`config.mk`:
```
export PLATFORM = sky130hd
export DESIGN_NAME = register_write_bank
export DESIGN_NICKNAME = d
export VERILOG_FILES = /design/src/rtl/regfile_pkg.sv /design/src/rtl/decoder_5to32.sv /design/src/rtl/register_write_bank.sv
export SDC_FILE = /design/constraint.sdc
export NUM_CORES = 1
export LEC_CHECK = 0
export CORE_AREA = 3 3 417 419
export CTS_BUF_LIST = sky130_fd_sc_hd__clkbuf_16
export CTS_CLUSTER_DIAMETER = 150
export DETAILED_ROUTE_END_ITERATION = 10
export DIE_AREA = 0 0 420 422
export PLACE_DENSITY = 0.5
export SLEW_MARGIN = 5
export SYNTH_ARGS = -nofsm -noshare
export SYNTH_HDL_FRONTEND = slang
export SYNTH_SLANG_ARGS = --single-unit
```
`constraint.sdc`:
```
create_clock -name clk -period 4.7 [get_ports clk]
set_clock_uncertainty 0.1 [all_clocks]
set_input_delay 0.47 -clock clk [delete_from_list [all_inputs] [get_ports clk]]
set_output_delay 0.47 -clock clk [all_outputs]
set_load 0.05 [all_outputs]
```
`src/rtl/regfile_pkg.sv`:
```
// Shared register-file constants, used by the write bank, the index decoder and the 32:1 read mux.
// Holds no logic, so it adds no latency and has no backpressure.
package regfile_pkg;

    localparam int NUM_REGS = 32;
    localparam int SEL_W    = 5;
    localparam int DATA_W   = 32;
    localparam int CNT_W    = 16;

    typedef logic [SEL_W-1:0]    reg_idx_t;
    typedef logic [NUM_REGS-1:0] reg_sel_t;
    typedef logic [CNT_W-1:0]    wr_cnt_t;

    localparam wr_cnt_t CNT_MAX = '1;

endpackage

```
`src/rtl/decoder_5to32.sv`:
```
// Decodes a 5-bit register index into a one-hot select, forced to all zeros when the enable is low.
// Purely combinational: zero latency, no backpressure.
module decoder_5to32
    import regfile_pkg::*;
(
    input  logic [SEL_W-1:0]    i_sel,
    input  logic                i_en,
    output logic [NUM_REGS-1:0] o_onehot
);

    always_comb begin
        o_onehot = '0;
        if (i_en) begin
            o_onehot[i_sel] = 1'b1;
        end
    end

endmodule

```
`src/rtl/register_write_bank.sv`:
```
// Write port of a 32-entry register file, plus a write acknowledge and a saturating commit counter.
// Writes land on the clk edge and appear one cycle later, with no bypass; writes are always accepted.
module register_write_bank
    import regfile_pkg::NUM_REGS, regfile_pkg::SEL_W, regfile_pkg::CNT_W, regfile_pkg::CNT_MAX;
#(
    parameter int DATA_W  = 32,
    parameter int ZERO_R0 = 1
)(
    input  logic              clk,
    input  logic              rst_n,
    input  logic              WriteEnable,
    input  logic [SEL_W-1:0]  WriteReg,
    input  logic [DATA_W-1:0] WriteData,
    output logic [DATA_W-1:0] R0,
    output logic [DATA_W-1:0] R1,
    output logic [DATA_W-1:0] R2,
    output logic [DATA_W-1:0] R3,
    output logic [DATA_W-1:0] R4,
    output logic [DATA_W-1:0] R5,
    output logic [DATA_W-1:0] R6,
    output logic [DATA_W-1:0] R7,
    output logic [DATA_W-1:0] R8,
    output logic [DATA_W-1:0] R9,
    output logic [DATA_W-1:0] R10,
    output logic [DATA_W-1:0] R11,
    output logic [DATA_W-1:0] R12,
    output logic [DATA_W-1:0] R13,
    output logic [DATA_W-1:0] R14,
    output logic [DATA_W-1:0] R15,
    output logic [DATA_W-1:0] R16,
    output logic [DATA_W-1:0] R17,
    output logic [DATA_W-1:0] R18,
    output logic [DATA_W-1:0] R19,
    output logic [DATA_W-1:0] R20,
    output logic [DATA_W-1:0] R21,
    output logic [DATA_W-1:0] R22,
    output logic [DATA_W-1:0] R23,
    output logic [DATA_W-1:0] R24,
    output logic [DATA_W-1:0] R25,
    output logic [DATA_W-1:0] R26,
    output logic [DATA_W-1:0] R27,
    output logic [DATA_W-1:0] R28,
    output logic [DATA_W-1:0] R29,
    output logic [DATA_W-1:0] R30,
    output logic [DATA_W-1:0] R31,
    output logic              WriteAck,
    output logic [SEL_W-1:0]  AckReg,
    output logic [CNT_W-1:0]  WriteCount
);

    logic [NUM_REGS-1:0] w_sel;
    logic [NUM_REGS-1:0] w_sel_eff;
    logic                w_commit;

    logic [DATA_W-1:0]   r_regs [NUM_REGS];
    logic                r_ack;
    logic [SEL_W-1:0]    r_ack_reg;
    logic [CNT_W-1:0]    r_cnt;

    decoder_5to32 u_decoder (
        .i_sel    (WriteReg),
        .i_en     (WriteEnable),
        .o_onehot (w_sel)
    );

    // A masked R0 select means an index-0 write commits nothing, so it also raises no ack and no count.
    always_comb begin
        w_sel_eff = w_sel;
        if (ZERO_R0 != 0) begin
            w_sel_eff[0] = 1'b0;
        end
    end

    assign w_commit = |w_sel_eff;

    always_ff @(posedge clk or negedge rst_n) begin
        if (!rst_n) begin
            for (int i = 0; i < NUM_REGS; i++) begin
                r_regs[i] <= '0;
            end
        end else begin
            for (int i = 0; i < NUM_REGS; i++) begin
                if (w_sel_eff[i]) begin
                    r_regs[i] <= WriteData;
                end
            end
        end
    end

    always_ff @(posedge clk or negedge rst_n) begin
        if (!rst_n) begin
            r_ack     <= 1'b0;
            r_ack_reg <= '0;
            r_cnt     <= '0;
        end else begin
            r_ack <= w_commit;
            if (w_commit) begin
                r_ack_reg <= WriteReg;
                if (r_cnt != CNT_MAX) begin
                    r_cnt <= r_cnt + 1'b1;
                end
            end
        end
    end

    assign WriteAck   = r_ack;
    assign AckReg     = r_ack_reg;
    assign WriteCount = r_cnt;

    assign R0  = (ZERO_R0 != 0) ? '0 : r_regs[0];
    assign R1  = r_regs[1];
    assign R2  = r_regs[2];
    assign R3  = r_regs[3];
    assign R4  = r_regs[4];
    assign R5  = r_regs[5];
    assign R6  = r_regs[6];
    assign R7  = r_regs[7];
    assign R8  = r_regs[8];
    assign R9  = r_regs[9];
    assign R10 = r_regs[10];
    assign R11 = r_regs[11];
    assign R12 = r_regs[12];
    assign R13 = r_regs[13];
    assign R14 = r_regs[14];
    assign R15 = r_regs[15];
    assign R16 = r_regs[16];
    assign R17 = r_regs[17];
    assign R18 = r_regs[18];
    assign R19 = r_regs[19];
    assign R20 = r_regs[20];
    assign R21 = r_regs[21];
    assign R22 = r_regs[22];
    assign R23 = r_regs[23];
    assign R24 = r_regs[24];
    assign R25 = r_regs[25];
    assign R26 = r_regs[26];
    assign R27 = r_regs[27];
    assign R28 = r_regs[28];
    assign R29 = r_regs[29];
    assign R30 = r_regs[30];
    assign R31 = r_regs[31];

endmodule

```
==> metrics.csv <==
stage,metric,value,unit
floorplan,# rows,152,
drt,WL/cell,26.7,microns
placed_design,routability cong.,0.755,
sta,"Slew Viols, Final",0,
global_routing,first-pass GRT wire length,212000,microns
run,Max Cap Viol,0,
synth,asr flop ratio synth,100,%
synth,YS warnings,0,
final_layout,Layout area overhead,42.5,%
critical_path,worst path bufs/invs,1,
synth,Avg Inst Size Synth,16.4,sq um
clocking,Post-CTS Setup Repair Bufs,0,
placed_design,hpwl dp,107000,microns
global_routing,largest net degree at the start of global routing,115,
final_layout,nets@finish,3441,
drt,post-route ant nets,0,
clocking,worst skew pair latency,0.73,ns
sta,"Hold Vio Cnt, Final",0,
floorplan,Die Area,0.177,sq mm
critical_path,stages on the worst setup path,1,
clocking,CTS clock-pin slew for the worst setup and hold paths,0.05,ns
clocking,htree depth,3,
drt,Vias/cell,4.20,
synth,"Top FF cell, synth",dfrtp_1,
critical_path,critical path type,reg2out,
final_layout,fillers,17000,
critical_path,R2R cell count,5,
placed_design,DP Cell Count,5513,
drt,Post-Route WL,153000,microns
final_layout,layout cells sized above 1,36.3,%
global_routing,number of antenna violations at the first check in global routing,13,
clocking,clk sink count,1014,
power_and_ir_drop,Leak,0.0243,uW
sta,minimum clock period,2.67,ns
critical_path,critical path arrival,2.10,ns
floorplan,die height,422,microns
sta,fin crit share,56.8,%
drt,DRT iter0 DRCs,885,
sta,fmax,375,MHz
synth,post-synth cell types,37,
critical_path,critical path's largest stage delay,0.93,ns
clocking,CTS tree,done,
global_routing,Overflow after GRT,0,
sta,Setup WS post-layout,2.03,ns
sta,Setup-failing EPs final,0,
final_layout,Multi-input gate area,0.0122,sq mm
run_status,status,"complete, no violations",
placed_design,number of I/O port buffers,1053,
drt,First-pass DRT Iterations,6,
critical_path,CP Max Fanout,2,
floorplan,# IOs,1086,
power_and_ir_drop,worst vdd ir,0.387,mV
synth,Synth area leader,dfrtp_1,
global_routing,GRT Resource Usage Total,16.9,%
sta,Max-slew headroom,15.3,%
synth,synth top area cells,"dfrtp_1 66%, mux2_2 28%, clkbuf_1 0.94%",
sta,RSZ-0062 raised after global routing,false,
clocking,root buffer cell,clkbuf_16,
final_layout,Reg area,0.0254,sq mm
min_path,Tightest Hold Check Type,in2async,
power_and_ir_drop,Cell Pwr Density,591,mW/mm^2
synth,Post-synth EDFFs,0,
floorplan,Die X,420,microns
floorplan,Initial Util,22.6,%
final_layout,final std cells w/o fill,5737,
critical_path,slowest CP cell,clkdlybuf4s50_1,
clocking,TritonCTS Buffers,117,
critical_path,worst endpoint required time,4.13,ns
synth,register area share after synthesis,65.6,%
synth,Netlist Area Pre-Place,0.0387,sq mm
placed_design,"worst slack, placed",1.31,ns
drt,drt drc,0,
critical_path,Setup crit end kind,output port,
synth,Synth top area share,65.6,%
critical_path,"Largest delay share family, worst path",buffers and inverters,
drt,DR vias,24100,
global_routing,vias in the first global route,25300,
floorplan,Core ar.,0.171,sq mm
critical_path,CP Launch Type,flip-flop,
sta,setup TNS,0,ns
synth,Post-Syn Instances,2359,
critical_path,CP cell instances,clkdlybuf4s50_1,
sta,slew of the pin with the lowest slew margin,1.27,ns
synth,"FF+latch count, synth",1014,
clocking,clock tree buffer depth,3,
==> cells in the final DEF (no fill, tap or decap), types with 4 or more instances in the layout <==
master           count
xor2_1              12
nand3_1              7
inv_1               30
nor2_4              16
nand2_4              4
nor4_1               6
mux2_1              17
dfrtp_1           1014
diode_2              9
clkdlybuf4s50_1   1032
mux2_2             978
clkbuf_16          119
nor2_1               4
bufinv_16            5
nand2_2             11
nand4_1              5
buf_4               57
clkinv_4             4
clkinv_1            28
nor3_1               6
buf_12              10
clkinvlp_4           4
nand2_1             18
conb_1              32
clkinv_2            20
buf_2               20
==> final timing paths <==
path / start / endpoint / slack, ns
min reg2reg: AckReg[4]$_DFFE_PN0P_ / AckReg[4]$_DFFE_PN0P_ / 0.38
min in group clk: WriteData[21] / R26[21]$_DFFE_PN0P_ / 0.37
max in group asynchronous: rst_n / R8[4]$_DFFE_PN0P_ / 2.94
max reg2reg: WriteCount[0]$_DFFE_PN0P_ / WriteCount[1]$_DFFE_PN0P_ / 2.62
max: AckReg[0]$_DFFE_PN0P_ / AckReg[0] / 2.03
min: rst_n / R23[18]$_DFFE_PN0P_ / 0.18
==> cell usage after synthesis (2+ instances only) <==
cell type,number
mux2_1,17
mux2_2,978
nor3b_2,3
clkbuf_1,97
dfrtp_1,1014
and4_1,2
nand4_1,5
nand2_1,33
nor2_1,12
and3_1,3
buf_6,21
buf_2,64
nor3_1,6
nand3_1,7
buf_4,48
inv_1,2
xor2_1,12
nor4_1,6
nor3b_1,2
nand3b_4,3
nor2_4,8
==> stage by stage <==
stage / hold slack (ns) / utilization (%) / instance area, sq um / total power (uW)
3_3_place_gp: 0.368 / 30.1 / 51500 / 24100
2_1_floorplan: 0.0744 / - / 38800 / 19200
3_5_place_dp: 0.374 / 30.1 / 51500 / 24200
4_1_cts: 0.188 / 32.2 / 55100 / 33100
5_1_grt: 0.209 / 32.2 / 55100 / 33800
6_report: 0.183 / 32.2 / 55100 / 32600
==> logic make-up after synthesis <==
family,count (synthesis),share of synthesized area (%)
AO/OA/AOI/OAI,3,0.0518
XOR/XNOR,12,0.272
adder cells (fa/ha/maj),1,0.0324
buffers and inverters,232,3.33
flip-flops,1014,65.6
multiplexers,996,29.0
other,1,0.00970
AND/OR/NAND/NOR,100,1.64
==> power by group <==
part           internal (uW)  switching, uW  leakage, uW  total, uW
clock network           4840           3790      0.00186       8630
logic                   4070           8520      0.00945      12600
registers              10400            910       0.0129      11300
total                  19300          13200       0.0243      32600
==> repair_timing <==
action	CTS	global route
hold endpoints to repair	68	0
resized for setup	0	0
hold buffers	1	0
==> cell type report <==
class	instances	area share (%)
Tap cell	2233	5.07
Clock buffer	119	5.41
Inverter	2	0.0136
Sequential cell	1014	46.1
Clock inverter	95	1.10
Timing Repair Buffer	1121	20.1
Multi-Input combinational cell	1144	22.2
Antenna cell	9	0.0409
==> routing by layer <==
layer / wire length [microns] / up-vias / track usage [%]
li1: - / 10300 / -
met4: 5720 / 4 / 6.46
met2: 80000 / 744 / 30.4
met1: 57600 / 12900 / 19.0
met3: 9850 / 221 / 4.60
met5: 21 / - / 0
Power figures use the tool's default switching activity.
